**src/rtl/div_pkg.sv**
```systemverilog
// Shared types for the divider request front-end:
// controller FSM states and the buffered request record.
package div_pkg;

    localparam int DIV_DW = 8;
    localparam int DIV_TW = 4;

    typedef enum logic [1:0] {
        IDLE,
        LAUNCH,
        WAIT,
        RESP
    } state_t;

    typedef struct packed {
        logic              sgn;
        logic [DIV_DW-1:0] x;
        logic [DIV_DW-1:0] y;
        logic [DIV_TW-1:0] tag;
    } req_t;

endpackage

```
**src/rtl/div_req_fifo.sv**
```systemverilog
// Show-ahead synchronous request FIFO with a registered full flag.
// Pushes are refused while full, even when a pop happens in the same cycle.
module div_req_fifo #(
    parameter int WIDTH = 8,
    parameter int DEPTH = 4
) (
    input  logic             clk,
    input  logic             rst_n,
    input  logic             push,
    input  logic             pop,
    input  logic [WIDTH-1:0] wdata,
    output logic [WIDTH-1:0] rdata,
    output logic             full,
    output logic             empty
);

    localparam int AW = $clog2(DEPTH);

    logic [WIDTH-1:0] mem [DEPTH];
    logic [AW-1:0]    wr_ptr;
    logic [AW-1:0]    rd_ptr;
    logic [AW:0]      count;
    logic [AW:0]      count_n;
    logic             do_push;
    logic             do_pop;

    assign do_push = push && !full;
    assign do_pop  = pop && !empty;
    assign empty   = (count == '0);
    assign rdata   = mem[rd_ptr];

    always_comb begin
        count_n = count;
        unique case ({do_push, do_pop})
            2'b10:   count_n = count + 1'b1;
            2'b01:   count_n = count - 1'b1;
            default: count_n = count;
        endcase
    end

    always_ff @(posedge clk or negedge rst_n) begin
        if (!rst_n) begin
            wr_ptr <= '0;
            rd_ptr <= '0;
            count  <= '0;
            full   <= 1'b0;
        end else begin
            if (do_push) wr_ptr <= wr_ptr + 1'b1;
            if (do_pop)  rd_ptr <= rd_ptr + 1'b1;
            count <= count_n;
            full  <= (count_n == (AW+1)'(DEPTH));
        end
    end

    // Storage carries no reset; entries are only read when valid.
    always_ff @(posedge clk) begin
        if (do_push) mem[wr_ptr] <= wdata;
    end

endmodule

```
**src/rtl/div_nnbit_s01_req_ctrl.sv**
```systemverilog
// Request front-end for the iterative divider: buffers requests, bypasses
// divide-by-zero and signed overflow, and returns results in order.
module div_nnbit_s01_req_ctrl
    import div_pkg::*;
#(
    parameter int DATA_WIDTH = DIV_DW,
    parameter int FIFO_DEPTH = 4,
    parameter int TAG_WIDTH  = DIV_TW
) (
    input  logic                  i_clk,
    input  logic                  i_rst_n,
    input  logic                  i_req_valid,
    output logic                  o_req_ready,
    input  logic                  i_req_signed,
    input  logic [DATA_WIDTH-1:0] i_req_x,
    input  logic [DATA_WIDTH-1:0] i_req_y,
    input  logic [TAG_WIDTH-1:0]  i_req_tag,
    output logic                  o_div_valid,
    output logic                  o_div_signed,
    output logic [DATA_WIDTH-1:0] o_div_x,
    output logic [DATA_WIDTH-1:0] o_div_y,
    input  logic [DATA_WIDTH-1:0] i_div_res,
    input  logic [DATA_WIDTH-1:0] i_div_rem,
    input  logic                  i_div_valid,
    output logic                  o_rsp_valid,
    input  logic                  i_rsp_ready,
    output logic [DATA_WIDTH-1:0] o_rsp_res,
    output logic [DATA_WIDTH-1:0] o_rsp_rem,
    output logic [TAG_WIDTH-1:0]  o_rsp_tag,
    output logic                  o_rsp_bypass,
    output logic                  o_busy
);

    localparam logic [DATA_WIDTH-1:0] MIN_NEG =
        {1'b1, {(DATA_WIDTH-1){1'b0}}};

    state_t state;
    state_t state_n;

    req_t req_in;
    req_t head;
    req_t op;

    logic                  full;
    logic                  empty;
    logic                  pop;
    logic                  capture;
    logic                  is_dbz;
    logic                  is_ovf;
    logic [DATA_WIDTH-1:0] res_q;
    logic [DATA_WIDTH-1:0] rem_q;
    logic                  byp_q;

    assign req_in = '{
        sgn: i_req_signed,
        x:   i_req_x,
        y:   i_req_y,
        tag: i_req_tag
    };

    div_req_fifo #(
        .WIDTH ($bits(req_t)),
        .DEPTH (FIFO_DEPTH)
    ) u_fifo (
        .clk   (i_clk),
        .rst_n (i_rst_n),
        .push  (i_req_valid),
        .pop   (pop),
        .wdata (req_in),
        .rdata (head),
        .full  (full),
        .empty (empty)
    );

    // y == all-ones is never zero, so the two bypass cases are exclusive.
    assign is_dbz = (head.y == '0);
    assign is_ovf = head.sgn && (head.x == MIN_NEG) && (head.y == '1);

    always_ff @(posedge i_clk or negedge i_rst_n) begin
        if (!i_rst_n) state <= IDLE;
        else          state <= state_n;
    end

    always_comb begin
        state_n     = state;
        pop         = 1'b0;
        capture     = 1'b0;
        o_div_valid = 1'b0;
        o_rsp_valid = 1'b0;
        unique case (state)
            IDLE: begin
                if (!empty) begin
                    pop     = 1'b1;
                    state_n = (is_dbz || is_ovf) ? RESP : LAUNCH;
                end
            end
            LAUNCH: begin
                o_div_valid = 1'b1;
                state_n     = WAIT;
            end
            WAIT: begin
                if (i_div_valid) begin
                    capture = 1'b1;
                    state_n = RESP;
                end
            end
            RESP: begin
                o_rsp_valid = 1'b1;
                if (i_rsp_ready) state_n = IDLE;
            end
            default: state_n = IDLE;
        endcase
    end

    always_ff @(posedge i_clk or negedge i_rst_n) begin
        if (!i_rst_n) begin
            op    <= '0;
            res_q <= '0;
            rem_q <= '0;
            byp_q <= 1'b0;
        end else if (pop) begin
            op    <= head;
            byp_q <= is_dbz || is_ovf;
            unique case (1'b1)
                is_dbz: begin
                    res_q <= '1;
                    rem_q <= head.x;
                end
                is_ovf: begin
                    res_q <= head.x;
                    rem_q <= '0;
                end
                default: begin
                    res_q <= res_q;
                    rem_q <= rem_q;
                end
            endcase
        end else if (capture) begin
            res_q <= i_div_res;
            rem_q <= i_div_rem;
        end
    end

    assign o_req_ready  = !full;
    assign o_div_signed = op.sgn;
    assign o_div_x      = op.x;
    assign o_div_y      = op.y;
    assign o_rsp_res    = res_q;
    assign o_rsp_rem    = rem_q;
    assign o_rsp_tag    = op.tag;
    assign o_rsp_bypass = byp_q;
    assign o_busy       = !empty || (state != IDLE);

endmodule

```
**config.mk**
```make
export PLATFORM = sky130hd
export DESIGN_NAME = div_nnbit_s01_req_ctrl
export DESIGN_NICKNAME = d
export VERILOG_FILES = /design/src/rtl/div_pkg.sv /design/src/rtl/div_req_fifo.sv /design/src/rtl/div_nnbit_s01_req_ctrl.sv
export SDC_FILE = /design/constraint.sdc
export NUM_CORES = 1
export LEC_CHECK = 0
export CORE_MARGIN = 2
export CORE_UTILIZATION = 65
export CTS_CLUSTER_DIAMETER = 40
export DETAILED_ROUTE_END_ITERATION = 6
export DONT_BUFFER_PORTS = 1
export PLACE_DENSITY = 0.82
export SYNTH_ARGS = -nofsm -noshare
export SYNTH_HDL_FRONTEND = slang
export SYNTH_SLANG_ARGS = --single-unit
```
**constraint.sdc**
```tcl
create_clock -name i_clk -period 7.55 [get_ports i_clk]
set_clock_uncertainty 0.05 [all_clocks]
set_input_delay 0.755 -clock i_clk [delete_from_list [all_inputs] [get_ports i_clk]]
set_output_delay 0.755 -clock i_clk [all_outputs]
set_load 0.05 [all_outputs]
```
==> impl_metrics.json <==
{
  "power_mw": 2.95,
  "tightest_slew_ns": 1.07,
  "cp-end-kind": "register",
  "synth-simple-area-share_pct": 9.33,
  "peakVddDrop_mv": 0.217,
  "cp.required_ns": 7.94,
  "postRouteAntennaNets": 0,
  "final_cell_mix": "84 x edfxtp_1, 75 x nand2_1, 48 x dfrtp_1",
  "drc": 0,
  "post_cts_resized": 0,
  "path_cells": "mux4_1, or4_4, nor3_4, a22oi_1, a21oi_1",
  "grt_pass1_vias": 2888,
  "track_usage_pct": 23.3,
  "min_path_type": "input pin to async pin",
  "wl_met2_um": 4660,
  "area_delta_synth_final_pct": 12.3,
  "r2r_slack_ns": 4.50,
  "diodes": 0,
  "wl_um": 9650,
  "synthesis.nets": 399,
  "critPathLaunchType": "register",
  "yosysWarnings": 0,
  "slowest_stage": "dfrtp_1",
  "antenna_found_initial": 0,
  "rr_endpoint": "o_rsp_rem[5]",
  "slowest_delay_ns": 1.00,
  "synthMuxAreaShare_pct": 9.85,
  "fin_crit_sh_pct": 40.4,
  "min_period_ns": 3.05,
  "hold_violations": 0,
  "synth_compound_area_share_pct": 4.41,
  "critPathBufInv": 0,
  "path_delay_family": "simple AND/OR/NAND/NOR gates",
  "dp_slack_ns": 4.54,
  "slew_headroom_pct": 28.6,
  "yosys_register_bits": 132,
  "synth_xor_area_share_pct": 0.985,
  "wl_met3_um": 1050,
  "netSwitchingFraction_pct": 39.7,
  "htreeDepth": 4,
  "die_x_um": 94.6,
  "io_buffers": 0,
  "cp_max_fo": 22,
  "io_pins": 84,
  "syn_area_sq_um": 5340,
  "setup_violations": 0,
  "grt_max_degree": 49,
  "fp-row-count": 33,
  "vias_per_cell": 6.18,
  "clockPowerShare_pct": 27.5,
  "avgRoutedWirePerCell_um": 20.6,
  "vias": 2894,
  "cts_made_buffers": 17,
  "synth_fa_ha_area_share_pct": 2.72,
  "ys.flop_type": "edfxtp_1",
  "post_cts_buffers": 0,
  "die_h_um": 94.6,
  "final_common_cell": "edfxtp_1",
  "ys_seq_area_share_pct": 69.8,
  "clkSinkCount": 132,
  "first_pass_iters": 4,
  "timing.rr.start": "u_fifo.rd_ptr[1]",
  "status": "completed",
  "drive_gt1_share_pct": 13.5,
  "power.switching_mw": 1.17,
  "top_layer_used": "met4",
  "p_leak_nw": 2.36,
  "place_congestion": 0.742,
  "cts_buffer_depth": 2,
  "postSynth.asyncResetShare_pct": 36.4,
  "syn_area_per_cell_sq_um": 15.4,
  "fin_ws_ns": 4.50,
  "cts_tree": "yes",
  "powerDensity_nw_per_um2": 492,
  "rr_worst_depth": 5,
  "drt_iter0_markers": 230,
  "rsz0062_at_grt": "no",
  "p_int_mw": 1.78,
  "synth_edf_count": 84,
  "crit_type": "register to register",
  "fmax_ghz": 0.328,
  "combPwrFrac_pct": 23.5,
  "start_util_pct": 66.0,
  "final_max_slew_viol_count": 0,
  "clk_pin_slew_worst_paths_ns": 0.06,
  "synth_cells": 346,
  "grt_pass1_wl_um": 14900,
  "synth_top_family_by_area": "multiplexers",
  "arrival_ns": 3.44,
  "fin_setup_tns_ns": 0,
  "finalNetCount": 403,
  "dp_hpwl_um": 6180,
  "root_buffer": "clkbuf_8",
  "p_seq_share_pct": 49.0,
  "drv_cap": 0,
  "synth_cell_types": 39,
  "wl_met1_um": 3780,
  "grt-ovfl-total": 0,
  "placeableCoreArea_sq_um": 8090,
  "dieArea_sq_um": 8950,
  "clk-insertion-delay-late_ns": 0.52
}
kinds of logic after synthesis:
| group | count (synthesis) |
|---|---|
| AOI/OAI and AO/OA | 41 |
| xor gates and xnor gates | 6 |
| and+or+nand+nor | 107 |
| buffers and inverters | 27 |
| DFF | 132 |
| muxes | 22 |
| adders and majority gates | 11 |
how the worst max path moves through the flow:
stage | startpoint | slack, ns | cells after the start | to
after CTS | u_fifo.rd_ptr[1] | 4.52 | 5 | o_rsp_rem[5]
after global routing | u_fifo.rd_ptr[1] | 4.36 | 5 | o_rsp_rem[6]
after detailed placement | u_fifo.rd_ptr[1] | 4.54 | 5 | o_rsp_rem[5]
after global placement | u_fifo.rd_ptr[1] | 4.60 | 5 | o_rsp_rem[5]
after floorplan | u_fifo.rd_ptr[1] | 4.98 | 8 | o_rsp_rem[5]
final | u_fifo.rd_ptr[1] | 4.50 | 5 | o_rsp_rem[5]
Yosys cell counts, types with 2 or more instances:
cell	number	area (sq um)
a21oi_1	12	60.1
a22oi_1	8	60.1
and2_1	4	25.0
and3_1	2	12.5
buf_1	3	11.3
buf_12	2	40.0
buf_2	4	20.0
buf_6	2	22.5
clkbuf_1	6	22.5
dfrtp_1	48	1200
edfxtp_1	84	2520
ha_1	10	125
inv_1	9	33.8
mux4_1	11	289
mux4_2	10	225
nand2_1	75	282
nand3_1	8	40.0
nor2_1	4	15.0
nor4bb_1	2	20.0
o21ai_0	12	60.1
o21ai_1	6	30.0
or3_1	2	12.5
or4_4	2	22.5
xnor2_1	5	43.8
metal layers:
metal	vias to the layer above	GRT usage (%)
li1	1288	-
met5	-	0
met3	14	10.2
met2	122	36.5
met4	0	9.30
met1	1470	28.9
state kept, by name, summed over array words and instances (netlist names):
register / cells
u_fifo.full: 1
u_fifo.wr_ptr: 2
o_div_x: 8
o_rsp_tag: 4
o_rsp_rem: 8
state: 2
o_div_y: 8
u_fifo.count: 3
u_fifo.mem: 84
u_fifo.rd_ptr: 2
o_rsp_bypass: 1
o_div_signed: 1
o_rsp_res: 8
through the flow:
stage	instance area, sq um	std cells	hold slack (ns)	util, %
after floorplan	5340	346	0.403	-
after global placement	5360	435	0.411	66.2
after detailed placement	5360	435	0.411	66.2
after CTS	5990	468	0.0216	74.1
after global routing	5990	468	0.0343	74.1
final	5990	468	0.0210	74.1
power by group through the flow:
stage	registers (mW)	clock network [mW]	logic [mW]
2_1_floorplan	1.40	0	0.590
3_3_place_gp	1.45	0	0.663
3_5_place_dp	1.46	0	0.689
4_1_cts	1.45	0.818	0.705
5_1_grt	1.47	0.847	0.776
6_report	1.44	0.810	0.693
cell type report:
type                       count  area, sq um
clock buffer                  23          520
clock inverter                 9         85.1
fill                         474         2100
inverter                       9         33.8
multi-input combinational    187         1460
sequential                   132         3720
tap                          105          131
timing repair buffer           3         42.5
timing repair:
| item | 4_1_cts | 5_1_grt |
|---|---|---|
| hold buffers | 1 | 0 |
| endpoints found under the hold margin | 48 | 0 |
| endpoints found under the setup margin | 0 | 0 |
Note: power is estimated with default switching activity, not from simulation.
